[src/rtl/mxm_operand_feeder.sv]
// Operand feeder for an MxM multiply-accumulate engine: streams A/X operands in
// i/j/k order from synchronous-read buffers and collects one result per dot product.
module mxm_operand_feeder #(
  parameter int unsigned W = 8,
  parameter int unsigned M = 4,
  parameter int unsigned N = 16,
  parameter int unsigned P = 4,
  localparam int unsigned AAW = (M * N > 1) ? $clog2(M * N) : 1,
  localparam int unsigned XAW = (N * P > 1) ? $clog2(N * P) : 1,
  localparam int unsigned RW  = (M > 1) ? $clog2(M) : 1,
  localparam int unsigned CW  = (P > 1) ? $clog2(P) : 1
) (
  input  logic           clk,
  input  logic           rst,
  input  logic           start,
  output logic           busy,
  output logic           done,
  output logic [AAW-1:0] a_addr,
  output logic           a_ren,
  input  logic [W-1:0]   a_rdata,
  output logic [XAW-1:0] x_addr,
  output logic           x_ren,
  input  logic [W-1:0]   x_rdata,
  output logic [W-1:0]   mxm_a,
  output logic [W-1:0]   mxm_x,
  output logic           mxm_rst,
  input  logic [W-1:0]   mxm_y,
  output logic           res_valid,
  output logic [W-1:0]   res_data,
  output logic [RW-1:0]  res_row,
  output logic [CW-1:0]  res_col
);

  localparam int unsigned KW = $clog2(N);

  typedef enum logic [1:0] {IDLE, PRIME, STREAM, DRAIN} state_t;

  state_t         state, state_nx;
  logic [KW-1:0]  k, k_nx, eng_n;
  logic [CW-1:0]  j, j_nx, rj;
  logic [RW-1:0]  i, i_nx, ri;
  logic [AAW-1:0] a_base, a_base_nx, a_addr_nx;
  logic [XAW-1:0] x_addr_nx;
  logic           ren, ren_nx, feed_en, samp;
  logic           busy_nx, done_nx, mxm_rst_nx;
  logic           go, last_addr, last_el, last_res;

  assign go        = (state == IDLE) && start;
  assign last_addr = ren && (k == KW'(N - 1)) && (j == CW'(P - 1)) && (i == RW'(M - 1));
  // Engine count 0 while feeding means the final element of a dot product just landed.
  assign last_el   = feed_en && (eng_n == '0);
  assign last_res  = (ri == RW'(M - 1)) && (rj == CW'(P - 1));

  assign a_ren = ren;
  assign x_ren = ren;
  assign mxm_a = feed_en ? a_rdata : '0;
  assign mxm_x = feed_en ? x_rdata : '0;

  // State register
  always_ff @(posedge clk or negedge rst) begin
    if (!rst) state <= IDLE;
    else      state <= state_nx;
  end

  // Next-state logic
  always_comb begin
    state_nx = state;
    case (state)
      IDLE:    if (start) state_nx = PRIME;
      PRIME:   state_nx = STREAM;
      STREAM:  if (last_addr) state_nx = DRAIN;
      DRAIN:   if (done) state_nx = IDLE;
      default: state_nx = IDLE;
    endcase
  end

  // Output and address-walk next values; addresses advance incrementally
  always_comb begin
    k_nx       = k;
    j_nx       = j;
    i_nx       = i;
    a_base_nx  = a_base;
    a_addr_nx  = a_addr;
    x_addr_nx  = x_addr;
    ren_nx     = ren;
    busy_nx    = (state_nx != IDLE);
    done_nx    = samp && last_res;
    mxm_rst_nx = !(go || ren);
    if (go) begin
      k_nx      = '0;
      j_nx      = '0;
      i_nx      = '0;
      a_base_nx = '0;
      a_addr_nx = '0;
      x_addr_nx = '0;
      ren_nx    = 1'b1;
    end else if (ren) begin
      if (last_addr) begin
        ren_nx = 1'b0;
      end else if (k != KW'(N - 1)) begin
        k_nx      = k + KW'(1);
        a_addr_nx = a_addr + AAW'(1);
        x_addr_nx = x_addr + XAW'(P);
      end else if (j != CW'(P - 1)) begin
        k_nx      = '0;
        j_nx      = j + CW'(1);
        a_addr_nx = a_base;
        x_addr_nx = XAW'(j) + XAW'(1);
      end else begin
        k_nx      = '0;
        j_nx      = '0;
        i_nx      = i + RW'(1);
        a_base_nx = a_base + AAW'(N);
        a_addr_nx = a_base + AAW'(N);
        x_addr_nx = '0;
      end
    end
  end

  // Registered outputs, engine-count mirror and result capture
  always_ff @(posedge clk or negedge rst) begin
    if (!rst) begin
      busy      <= 1'b0;
      done      <= 1'b0;
      mxm_rst   <= 1'b1;
      ren       <= 1'b0;
      feed_en   <= 1'b0;
      samp      <= 1'b0;
      k         <= '0;
      j         <= '0;
      i         <= '0;
      a_base    <= '0;
      a_addr    <= '0;
      x_addr    <= '0;
      eng_n     <= '0;
      ri        <= '0;
      rj        <= '0;
      res_valid <= 1'b0;
      res_data  <= '0;
      res_row   <= '0;
      res_col   <= '0;
    end else begin
      busy      <= busy_nx;
      done      <= done_nx;
      mxm_rst   <= mxm_rst_nx;
      ren       <= ren_nx;
      feed_en   <= ren;
      samp      <= last_el;
      k         <= k_nx;
      j         <= j_nx;
      i         <= i_nx;
      a_base    <= a_base_nx;
      a_addr    <= a_addr_nx;
      x_addr    <= x_addr_nx;
      eng_n     <= (mxm_rst || (eng_n == KW'(N - 1))) ? '0 : eng_n + KW'(1);
      res_valid <= samp;
      if (go) begin
        ri <= '0;
        rj <= '0;
      end else if (samp) begin
        res_data <= mxm_y;
        res_row  <= ri;
        res_col  <= rj;
        if (rj == CW'(P - 1)) begin
          rj <= '0;
          ri <= ri + RW'(1);
        end else begin
          rj <= rj + CW'(1);
        end
      end
    end
  end

endmodule

[config.mk]
export PLATFORM = sky130hd
export DESIGN_NAME = mxm_operand_feeder
export DESIGN_NICKNAME = d
export VERILOG_FILES = /design/src/rtl/mxm_operand_feeder.sv
export SDC_FILE = /design/constraint.sdc
export NUM_CORES = 1
export LEC_CHECK = 0
export CAP_MARGIN = 20
export CORE_MARGIN = 2
export CORE_UTILIZATION = 47
export CTS_BUF_LIST = sky130_fd_sc_hd__clkbuf_16
export CTS_CLUSTER_SIZE = 20
export DETAILED_ROUTE_END_ITERATION = 16
export HOLD_SLACK_MARGIN = 0.12
export PLACE_DENSITY = 0.91
export SLEW_MARGIN = 0
export SYNTH_ARGS = -nofsm -noshare
export SYNTH_HDL_FRONTEND = slang
export SYNTH_SLANG_ARGS = --single-unit
[constraint.sdc]
create_clock -name clk -period 1.8 [get_ports clk]
set_input_delay 0.36 -clock clk [delete_from_list [all_inputs] [get_ports clk]]
set_output_delay 0.36 -clock clk [all_outputs]
set_load 0.1 [all_outputs]
==> reports/metrics.sh <==
STATUS='finished clean'
PROPORTION_OF_LAYOUT_CELLS_WITH_A_DRIVE_SUFFIX_ABOVE_1_PCT=28.1
SEQUENTIAL_CELL_AREA_UM2=1280
DIE_WIDTH_UM=75.4
MAX_SLEW_MARGIN_PCT=73.8
SETUP_REPAIR_AFTER_GLOBAL_ROUTING_MISSED_ITS_MARGIN='false'
ROUTE.FINAL.WIRE_LENGTH_UM=5870
GROUTE.USAGE.OVERALL_PCT=21.8
ASYNCSETRESETFLOPFRACSYNTH_PCT=100
NUMBER_OF_FILLER_INSTANCES_IN_THE_FINAL_LAYOUT=280
ANTENNA_VIOL_NETS_FINAL=0
DIE_HEIGHT_UM=75.4
GLOBALPLACE.CONGESTION=0.798
SWITCHINGPOWER_mW=0.513
CTS_INSERTED_BUFFERS=5
WORST_IR_DROP_VDD_mV=0.488
CRITICALPATHCATEGORY='reg2reg'
SYN_NETS=252
FINAL-SETUP-VIOL-COUNT=0
MULTI_INPUT_AREA_UM2=1030
DRC=0
NETLIST.TOP_CELL.BY_AREA='dfrtp_1'
TIMING.MAX_CAP.VIOLATIONS=0
ADDER_AND_MAJORITY_GATE_PORTION_OF_THE_SYNTHESIZED_AREA_PCT=4.70
POST_DRT_VIA_CELL_RATIO=5.33
DESIGN.FINAL.NETS=330
CLKSINKCOUNT=51
TIMING.REG2REG.WORST_PATH_DEPTH=5
FIN_CRIT_SHARE_PCT=93.0
DESIGN.PORTCOUNT=73
SYNTH_MOST_COMMON_CELL='dfrtp_1'
SYNTH_CELLS=216
YS_SEQ_ELEMENTS=51
XOR_XNOR_SHARE_OF_THE_SYNTHESIZED_AREA_PCT=4.02
FIN_UTIL_PCT=79.7
CLOCK_POWER_SHARE_PCT=39.8
SYNTH_TOP_FAMILY_BY_AREA='simple AND/OR/NAND/NOR gates'
CTS_BUFFER_DEPTH=2
ANTENNA-DIODE-COUNT=0
CLK-INSERTION-DELAY-LATE_PS=290
POST-DP-HPWL_UM=4400
CRITPATHREQUIREDTIME_PS=1980
POST_CTS.RESIZED_INSTANCES=0
FIRSTDRTPASSITERS=4
INTPOWER_mW=1.76
HOLD_WS_PS=440
REMAINING_GLOBAL_ROUTE_OVERFLOW=0
SYNTH_COMPOUND_GATE_AREA_SHARE_PCT=8.15
CORE_AREA_UM2=4820
SWITCHING_SHARE_PCT=22.6
NUMBER_OF_PINS_EXCEEDING_THEIR_MAX_SLEW_LIMIT_IN_THE_FINAL_REPORT=0
SYNTH_FLOP_CELL='dfrtp_1'
AREA_GROWTH_FROM_SYNTHESIS_TO_LAYOUT_PCT=60.2
CRITICAL_PATH_BUF_INV_COUNT=0
DIE_AREA_UM2=5690
DR.FIRST_ITER.DRC_COUNT=184
GRT_FIRST_PASS_WIRELENGTH_UM=9200
YS_TOP_CELLS_BY_COUNT='dfrtp_1 (50), nor2_1 (23), and2_1 (18)'
POST-ROUTE-MIN-PERIOD_PS=1670
CRITPATHLAUNCHTYPE='flip-flop'
TRITONCTS='built'
ENDPOINT_KIND='flip-flop'
DRT-WIRELENGTH-PER-CELL_UM=16.2
YS.WARNINGS.COUNT=0
WORST-SLEW-PIN-TRANSITION_PS=392
P_SEQ_SHARE_PCT=51.3
P_LEAK_nW=1.72
SYN-CELL-AREA_UM2=2400
YOSYS.AREA.TOP_TYPE_SHARE_PCT=52.2
FINALHOLDVIOLCOUNT=0
CLKTRANSATPATHREGS_PS=60
NUMBER_OF_GLOBAL_ROUTE_VIAS_BEFORE_REPAIR=1967
HTREE_LEVELS=2
REG2REG_SETUP_SLACK_PS=130
SLOWEST_STAGE='o21ai_4'
YOSYSSEQAREASHARE_PCT=53.3
SYNTH.MUX.AREA_FRACTION_PCT=8.56
POST_SYNTH_AND_OR_NAND_NOR_AREA_FRACTION_PCT=17.4
CRITICAL_PATH.CELL_CHAIN='ha_1 -> nand2_1 -> o21ai_4 -> nor3b_1 -> nor3_1'
ROWS=25
MAX_FO_CRITICAL_PATH=14
GRT_MAX_DEGREE=31
TOP_FAMILY_BY_DELAY_ON_CRITICAL_PATH='simple AND/OR/NAND/NOR gates'
MIN_PATH_TYPE='in2async'
FLOORPLAN.INITIALDENSITY_PCT=49.7
TOTAL_SETUP_BUFFERS_INSERTED_AFTER_CTS=0
DETAILROUTE.VIA_COUNT=1928
GRT_ANTENNA_BEFORE_REPAIR=0
DELAY_OF_THE_SLOWEST_CRITICAL_PATH_STAGE_PS=400
POSTSYNTHAREAPERCELL_UM2=11.1
SYNTH_ENABLE_FLOP_CELLS=0
CLOCK-SKEW-FINAL_PS=6.45
COMBINATIONAL_CELL_FRACTION_OF_TOTAL_POWER_PCT=8.9
YS_TYPES=37
YS_TOP_CELLS_BY_AREA='dfrtp_1 (52%), mux2_2 (5.6%), and2_1 (4.7%)'
RR_ENDPOINT='a_base[5]'
CLK_ROOT_BUFFER_CELL='clkbuf_16'
RR_STARTPOINT='j[0]'
POWER-PER-CELL-AREA_nW_PER_UM2=592
PORT-BUFFER-COUNT=72
TOTAL_NEG_SETUP_SLACK_PS=0
CP.ARRIVAL_PS=1860
ACHIEVABLE-FREQUENCY_MHz=597
## routing by layer
layer / global-route usage [%] / share of wire [%]
met2: 37.8 / 52
met1: 26.4 / 39
met4: 8.97 / 1.7
met5: 0 / 0
met3: 4.89 / 7.9
## state kept, by name (all words and copies together) (netlist names)
register and flops:
ri 2, samp 1, res_data 8, res_valid 1
rj 2, feed_en 1, a_ren 1, mxm_rst 1
done 1, state 2, busy 1, j 2
res_col 2, a_addr 6, x_addr 6, res_row 2
a_base 2, i 2, k 4, eng_n 4
## cell families (layout without fill, tap and decap cells)
group | after synthesis | in the layout
xor+xnor | 11 | 11
simple gates | 82 | 82
flops | 51 | 51
buf+inv | 16 | 95
compound gates | 28 | 28
fa+ha+maj | 9 | 9
mux | 19 | 19
## what timing repair did
item | in CTS | in global routing
hold buffers | 1 | 0
endpoints found under the setup margin | 0 | 1
hold endpoints to repair | 5 | 0
## through the flow
stage	setup slack, ps	std cells	cell area (µm²)	power, mW
2_1_floorplan	79.0	216	2400	1.26
3_3_place_gp	146	353	3690	1.38
3_5_place_dp	99.5	353	3690	1.39
4_1_cts	119	362	3840	2.29
5_1_grt	9.56	362	3840	2.34
6_report	126	362	3840	2.27
## cell type report
cell class | count | share of cell area (%)
Clock buffer | 5 | 3.26
Clock inverter | 3 | 0.424
Inverter | 3 | 0.293
Multi-Input combinational cell | 149 | 26.7
Sequential cell | 51 | 33.4
Tap cell | 67 | 2.18
Timing Repair Buffer | 84 | 33.7
## placed cells by master (no fill, tap or decap), drive strengths merged, types with 2 or more instances in the layout
cell type and count:
xnor2 3, nand2 17, nor3b 2, clkdlybuf4s50 25
dfrtp 50, mux2i 7, nor2 23, ha 9
a22oi 2, and3 7, nor3 5, mux2 12
o21ai 2, o211ai 5, nand3 6, clkbuf 5
and2 18, a21oi 9, a31oi 2, buf 58
inv 4, o22ai 2, xor2 8
## how the worst max path moves through the flow
stage,start,endpoint,slack [ps],depth (start not counted)
6_report,j[0],a_base[5],130,5
5_1_grt,j[0],a_base[5],10,5
3_3_place_gp,start,res_col[1],150,5
2_1_floorplan,feed_en,mxm_a[4],80,2
4_1_cts,j[0],a_base[5],120,5
3_5_place_dp,start,res_row[1],100,5
## worst register-to-register path, cell delays in order (launching register included)
cell	delay, ps
dfrtp_1	360
ha_1	250
nand2_1	220
o21ai_4	400
nor3b_1	100
nor3_1	250
## power by group through the flow
| stage | registers [mW] | logic, mW | clock network (mW) |
|---|---|---|---|
| floorplan | 1.25 | 0.00808 | 0 |
| global placement | 1.19 | 0.198 | 0 |
| detailed placement | 1.19 | 0.203 | 0 |
| CTS | 1.17 | 0.205 | 0.915 |
| global route | 1.17 | 0.213 | 0.964 |
| finish | 1.17 | 0.203 | 0.904 |
No activity file was read; power rests on OpenSTA's default activity.
